**src/rtl/pipe_stage_reg.sv**
```systemverilog
// pipe_stage_reg: generic pipeline boundary register.
// Carries a payload and a valid bit between two CPU stages. The upstream and
// downstream stall bits select between load, bubble and hold. A flush input
// empties the register. Saturating counters record bubbles, holds and
// flushed entries, and a sticky flag records non-monotonic stall vectors.
module pipe_stage_reg #(
  parameter int                  DATA_W   = 64,
  parameter logic [DATA_W-1:0]   NOP_DATA = '0,
  parameter int                  STALL_W  = 6,
  parameter int                  STAGE    = 2,
  parameter int                  CNT_W    = 16
) (
  input  logic               clk,
  input  logic               rst,
  input  logic [STALL_W-1:0] stall,
  input  logic               flush,
  input  logic               in_valid,
  input  logic [DATA_W-1:0]  in_data,
  output logic               out_valid,
  output logic [DATA_W-1:0]  out_data,
  input  logic               clr_cnt,
  output logic [CNT_W-1:0]   bubble_cnt,
  output logic [CNT_W-1:0]   hold_cnt,
  output logic [CNT_W-1:0]   flush_cnt,
  output logic               stall_err
);

  // The downstream stall bit must exist inside the stall vector.
  if (STAGE + 1 > STALL_W - 1) begin : g_bad_stage
    $error("pipe_stage_reg: STAGE+1 (%0d) exceeds STALL_W-1 (%0d)", STAGE + 1, STALL_W - 1);
  end

  // Per-edge action chosen from flush and the two relevant stall bits.
  typedef enum logic [2:0] {
    ACT_LOAD    = 3'd0,
    ACT_BUBBLE  = 3'd1,
    ACT_HOLD    = 3'd2,
    ACT_ILLEGAL = 3'd3,
    ACT_FLUSH   = 3'd4
  } act_e;

  // Counter increment that sticks at all-ones instead of wrapping.
  function automatic logic [CNT_W-1:0] sat_inc(input logic [CNT_W-1:0] cnt);
    if (&cnt) begin
      return cnt;
    end
    return cnt + CNT_W'(1);
  endfunction

  logic              su;
  logic              sd;
  act_e              act;

  logic              valid_q,  valid_d;
  logic [DATA_W-1:0] data_q,   data_d;
  logic [CNT_W-1:0]  bubble_q, bubble_d;
  logic [CNT_W-1:0]  hold_q,   hold_d;
  logic [CNT_W-1:0]  flush_q,  flush_d;
  logic              err_q,    err_d;

  // Only two stall bits matter here; the rest of the vector is deliberately
  // consumed so it does not look like an oversight.
  logic unused_stall;
  assign unused_stall = ^stall;

  assign su = stall[STAGE];
  assign sd = stall[STAGE+1];

  // Classify this edge; flush outranks every stall combination.
  always_comb begin
    act = ACT_LOAD;
    if (flush) begin
      act = ACT_FLUSH;
    end else if (su && !sd) begin
      act = ACT_BUBBLE;
    end else if (su && sd) begin
      act = ACT_HOLD;
    end else if (!su && sd) begin
      act = ACT_ILLEGAL;
    end
  end

  // Next payload and valid bit; an illegal vector behaves exactly like a hold.
  always_comb begin
    valid_d = valid_q;
    data_d  = data_q;
    unique case (act)
      ACT_FLUSH, ACT_BUBBLE: begin
        valid_d = 1'b0;
        data_d  = NOP_DATA;
      end
      ACT_HOLD, ACT_ILLEGAL: begin
        valid_d = valid_q;
        data_d  = data_q;
      end
      ACT_LOAD: begin
        valid_d = in_valid;
        data_d  = in_valid ? in_data : NOP_DATA;
      end
      default: begin
        valid_d = valid_q;
        data_d  = data_q;
      end
    endcase
  end

  // Next counter and error-flag values; a clear overrides any same-edge update.
  always_comb begin
    bubble_d = bubble_q;
    hold_d   = hold_q;
    flush_d  = flush_q;
    err_d    = err_q;
    unique case (act)
      ACT_FLUSH: begin
        if (valid_q) begin
          flush_d = sat_inc(flush_q);
        end
      end
      ACT_BUBBLE: begin
        bubble_d = sat_inc(bubble_q);
      end
      ACT_HOLD: begin
        hold_d = sat_inc(hold_q);
      end
      ACT_ILLEGAL: begin
        hold_d = sat_inc(hold_q);
        err_d  = 1'b1;
      end
      default: begin
        bubble_d = bubble_q;
      end
    endcase
    if (clr_cnt) begin
      bubble_d = '0;
      hold_d   = '0;
      flush_d  = '0;
      err_d    = 1'b0;
    end
  end

  // Payload register; reset drops any in-flight instruction to a NOP.
  always_ff @(posedge clk or negedge rst) begin
    if (!rst) begin
      valid_q <= 1'b0;
      data_q  <= NOP_DATA;
    end else begin
      valid_q <= valid_d;
      data_q  <= data_d;
    end
  end

  // Performance counters and sticky stall-error flag.
  always_ff @(posedge clk or negedge rst) begin
    if (!rst) begin
      bubble_q <= '0;
      hold_q   <= '0;
      flush_q  <= '0;
      err_q    <= 1'b0;
    end else begin
      bubble_q <= bubble_d;
      hold_q   <= hold_d;
      flush_q  <= flush_d;
      err_q    <= err_d;
    end
  end

  assign out_valid  = valid_q;
  assign out_data   = data_q;
  assign bubble_cnt = bubble_q;
  assign hold_cnt   = hold_q;
  assign flush_cnt  = flush_q;
  assign stall_err  = err_q;

endmodule
```
**config.mk**
```make
export PLATFORM = sky130hd
export DESIGN_NAME = pipe_stage_reg
export DESIGN_NICKNAME = d
export VERILOG_FILES = /design/src/rtl/pipe_stage_reg.sv
export SDC_FILE = /design/constraint.sdc
export NUM_CORES = 1
export LEC_CHECK = 0
export ABC_AREA = 1
export CORE_MARGIN = 8
export CORE_UTILIZATION = 52
export CTS_BUF_LIST = sky130_fd_sc_hd__clkbuf_4 sky130_fd_sc_hd__clkbuf_8
export CTS_CLUSTER_DIAMETER = 100
export DETAILED_ROUTE_END_ITERATION = 16
export GPL_TIMING_DRIVEN = 0
export PLACE_DENSITY = 0.89
export SYNTH_ARGS = -nofsm -noshare
export SYNTH_HDL_FRONTEND = slang
export SYNTH_SLANG_ARGS = --single-unit
```
**constraint.sdc**
```tcl
create_clock -name clk -period 3.4 [get_ports clk]
set_input_delay 0.68 -clock clk [delete_from_list [all_inputs] [get_ports clk]]
set_output_delay 0.68 -clock clk [all_outputs]
set_load 0.005 [all_outputs]
```
-- Word-level counts from Yosys, hierarchy flattened
Cells that the tools add are included.
- bits in registers: 114
- word-level logic and storage cells: 62
- input bits: 75
- $add $sub $neg: 3
- reduce and logical (&&, ||, !) cells: 18
- muxes and demuxes: 29
- eq/ne operators: 6
- operators by type and width (operator ; count):
    16-bit 2-to-1 mux ; 11
    64-bit case mux with 2 select lines ; 1
    64-bit 2-to-1 mux ; 1
    16-bit by 1-bit adder with 16-bit output (second input constant) ; 3
    16-bit AND reduction ; 3
    16-bit case mux with 2 select lines ; 1
    1-bit 2-to-1 mux ; 10
    2-bit nonzero test ; 5
    3-bit by 2-bit equality test with 1-bit output (second input constant) ; 2
    2-bit 2-to-1 mux ; 3
    3-bit != test (second input constant) ; 2
    3-bit by 1-bit equality test with 1-bit output (second input constant) ; 1
    3-bit equality test (second input constant) ; 1
    1-bit logical AND ; 3
    3-bit zero test ; 1
    3-bit 2-to-1 mux ; 1
    3-bit AND reduction ; 1
    3-bit nonzero test ; 1
    1-bit zero test ; 2
    1-bit case mux with 2 select lines ; 1
    2-bit AND reduction ; 1
    2-bit OR reduction ; 1

-- Depth between registers and ports, before layout
- depth in word-level cells: 12
- depth in mapped cells: 11
- mapped depth without buffers: 11

-- Worst setup path after synthesis
No wires, ideal clock.
- path type: input-to-reg
- from: input port stall[2]
- to: register hold_q[2] (netlist: hold_cnt[2])
- path slack: 1.629 ns
- required time: 3.326 ns
- stages on the path: 11
- arrival: 1.697 ns
- path through: inv_1 > ha_1 > or2_0 > nand2_1 > nor2_1 > inv_1 > nand2_1 > nand2_4 > buf_8 > nand2_1 > o21ai_2
- longest elaborated chain between the ends: 9
- elaborated cells on any way between the ends: 13
- those cells by class: eq/ne (2); mux (6); reduce/logical (5)
- ends and longest elaborated chain (element ; line ; text):
    start: declaration ; 15 ; input logic [STALL_W-1:0] stall,
    1-bit zero test ; 78 ; end else if (!su && sd) begin
    1-bit logical AND ; 78 ;
    2-bit 2-to-1 mux ; 78 ;
    2-bit 2-to-1 mux ; 76 ; end else if (su && sd) begin
    2-bit 2-to-1 mux (*) ; 74 ; end else if (su && !sd) begin
    3-bit 2-to-1 mux (*) ; 72 ; if (flush) begin
    3-bit by 2-bit equality test with 1-bit output ; 113 ; unique case (act)
    16-bit case mux with 2 select lines ; 113 ;
    16-bit 2-to-1 mux ; 133 ; if (clr_cnt) begin
    end signal: assignment ; 161 ; hold_q <= hold_d;
    end: declaration ; 57 ; logic [CNT_W-1:0] hold_q, hold_d;
Every way passes the cells marked *; elsewhere a longest branch is shown, timed or not.
A chain may end at the register's enable or synchronous reset.

-- Worst setup path in the final report
- from: input port stall[2]
- to: register data_q[33] (netlist: out_data[33])
- longest elaborated chain between the ends: 9
- elaborated cells on any way between the ends: 14
- those cells by class: eq/ne (2); mux (5); reduce/logical (7)
- ends and longest elaborated chain (element ; line ; text):
    1-bit zero test ; 78 ;
    1-bit logical AND ; 78 ;
    2-bit 2-to-1 mux ; 78 ;
    2-bit 2-to-1 mux ; 76 ;
    2-bit 2-to-1 mux (*) ; 74 ;
    3-bit 2-to-1 mux (*) ; 72 ;
    3-bit by 1-bit equality test with 1-bit output / 3-bit equality test (equally long branches) ; 87 ; unique case (act)
    2-bit OR reduction ; 87 ;
    64-bit case mux with 2 select lines / 2-bit nonzero test (equally long branches) ; -- ;
    end signal: assignment ; 148 ; data_q <= data_d;
    end: declaration ; 55 ; logic [DATA_W-1:0] data_q, data_d;
Marked as above.

==> impl_metrics.toml <==
[pwr]
peakVddDrop_mv = 0.236
leakage_nw = 3.80
p_per_area_mw_per_mm2 = 382

[cells_and_area]
fin_util = 0.761
num-fill-cells = 788
layout-drive-gt1-share = 0.0751
seq_area_mm2 = 0.00285
stdcell_count = 1099
n_antenna_cell = 0
multi_input_area_mm2 = 0.00238
nNetsFinal = 1028
syn_to_final_growth_pct = 42.4

[global_routing]
grt_max_degree = 88
grt_pass1_vias = 5460
grt_pass1_wl_um = 28300
antenna_found_initial = 0
grt-ovfl-total = 0
track_usage = 0.241

[clock_tree]
clockRootBuffer = "clkbuf_8"
cts_resized = 0
ctsHoldBuffers = 0
post_cts_buffers = 0
cts_tree = "built"
cts_max_path_buffers = 2
clk_pin_slew_ns = 0.07
numClockSinks = 114
clkLatencyLatePin_ns = 0.42
htree_levels = 4
cts_buffers = 17

[outcome]
status = "complete, no violations"

[setup_path]
cp_max_fo = 10
required_ns = 3.71
crit_chain = "clkdlybuf4s50_1 > inv_1 > ha_1 > or2_0 > nand2_1 > nand4_1 > buf_2 > clkbuf_1 > o21ai_0"
critPathCaptureType = "flop"
cp.arrival_ns = 2.57
cp_slowest_stage_delay_ns = 0.52
worstSetupPathType = "input pin to flop"
start_kind = "input pin"
crit_path_top_delay_cell = "clkdlybuf4s50_1"

[synth]
seq_area_frac_synth = 0.492
synth_top_area_share = 0.492
yosys-top-cells-area = "dfrtp_1 (49%), nand2_1 (14%), inv_1 (6.6%)"
ys_warn_count = 0
synth_seq_cells = 114
syn_area_per_cell_um2 = 7.80
synthesis.area_mm2 = 0.00579
yosysTopAreaCell = "dfrtp_1"
netlist-cell-type-count = 30
netlist_instances = 743
syn-num-nets = 824

[routing]
drc_errors = 0
ant_nets = 0
initialDrtViolationCount = 542
drtPass1Iterations = 5
wirelength_um = 17400
wl_per_cell_um = 15.9
routed_via_density = 5.13
vias = 5643

[timing]
tightest_slew_ns = 0.583
setup_viol = 0
max_slew_margin = 0.611
finalHoldViolCount = 0
slew_viol_final = 0
fin_crit_ns = 2.26
rsz0062_at_grt = "no"
fin_crit_sh = 0.664
max_freq_ghz = 0.443
fin_skew_ns = 0.0115

[floorplan]
core_mm2 = 0.0108
die_h_um = 122
initial_core_util = 0.534
io_pins = 189
die-area_mm2 = 0.0148
rows = 38
dieWidth_um = 122

[place]
dp.cells = 1068
gp_congestion = 0.892
io_buffers = 184
dp_hpwl_um = 12900

[job]
maxCapViolations = 0

[hold_path]
hp-class = "input pin to async pin"
cells by family (layout without fill, tap and decap cells):
kind of cell / after synthesis / after routing / synth area share
compound gates: 112 / 112 / 0.104
simple gates: 367 / 367 / 0.273
buf+inv: 130 / 346 / 0.0963
xor+xnor: 14 / 14 / 0.0212
flops: 114 / 114 / 0.492
fa+ha+maj: 6 / 6 / 0.0130
worst max-delay path: cells and delay by family:
kind	cells	cell delay, ns
buffers and inverters	4	1.03
AND/OR/NAND/NOR	3	0.41
AO/OA/AOI/OAI	1	0.27
adder cells (fa/ha/maj)	1	0.18
synth_stat cells:
cell type and n:
nand2_1 218, dfrtp_1 114, inv_1 102, o21ai_0 75
nor2_1 62, nand3_1 49, o21ai_1 24, nand4_1 19
xor2_1 13, buf_2 10, clkbuf_1 10, or2_2 7
ha_1 6, o21ai_2 6, o21bai_1 5, buf_6 3
nand3b_1 3, buf_4 2, nand2_2 2, nand2_4 2
nand3b_4 2, a21boi_0 1, buf_12 1, buf_8 1
inv_2 1, nand3_2 1, nor2_4 1, o21a_1 1
or2_0 1, xnor2_1 1
layout make-up:
type                    instances  area share
clock buffers                  21      0.0335
flip-flops and latches        114       0.346
repair buffers                185       0.227
well taps                     140      0.0212
multi-input cells             499       0.289
clock inverters                10      0.0162
inverters                     103      0.0469
plain buffers                  27      0.0208
cell usage in the layout (no fill, tap or decap), types with 3 or more instances in the layout:
cell / count
o21ai_0: 75
clkinv_2: 4
buf_2: 10
bufinv_16: 3
nand4_1: 19
clkbuf_8: 19
o21bai_1: 5
nand3b_1: 3
inv_1: 102
dfrtp_1: 114
or2_2: 7
nor2_1: 62
buf_6: 4
clkbuf_1: 10
nand2_1: 218
clkdlybuf4s50_1: 183
nand3_1: 49
xor2_1: 13
ha_1: 6
o21ai_2: 6
o21ai_1: 24
metrics by stage:
stage          hold slack [ns]  cell area (um2)  total power [mW]  setup TNS, ns  setup slack, ns
2_1_floorplan            0.384             5790              1.60              0             1.63
3_3_place_gp             0.465             7810              1.84        -318.81            -2.80
3_5_place_dp             0.472             7840              1.85              0            0.762
4_1_cts                  0.104             8250              3.17              0             1.14
5_1_grt                  0.115             8250              3.28              0             1.01
6_report                 0.120             8250              3.15              0             1.14
final timing paths:
kind,from,cells after the start,slack (ns),end
setup / recovery,stall[2],9,1.14,out_data[33]$_DFFE_PN0P_
hold / removal,rst,1,0.12,hold_cnt[1]$_DFFE_PN0P_
setup reg to reg,hold_cnt[0]$_DFFE_PN0P_,9,1.56,hold_cnt[13]$_DFFE_PN0P_
hold reg to reg,out_data[24]$_DFFE_PN0P_,2,0.48,out_data[24]$_DFFE_PN0P_
max in group asynchronous,rst,2,2.55,out_data[37]$_DFFE_PN0P_
min in group clk,out_data[24]$_DFFE_PN0P_,2,0.48,out_data[24]$_DFFE_PN0P_
state kept, by name, indices dropped and copies added, names as in the netlist:
signal and cells:
out_valid 1, bubble_cnt 16, out_data 64, hold_cnt 16
flush_cnt 16, stall_err 1
metal layers:
layer,global-route usage,vias to the layer above,wire (um)
met3,0.113,26,2130
met5,0,-,0
met2,0.387,262,8310
met4,0.0694,0,267
met1,0.285,2608,6730
li1,-,2747,-
where the power goes:
group	switching (mW)	internal [mW]	total, mW
sequential	0.0426	1.40	1.44
clock	0.550	0.772	1.32
combinational	0.181	0.203	0.384
total	0.774	2.37	3.15
Note: power is estimated with default switching activity, not from simulation.
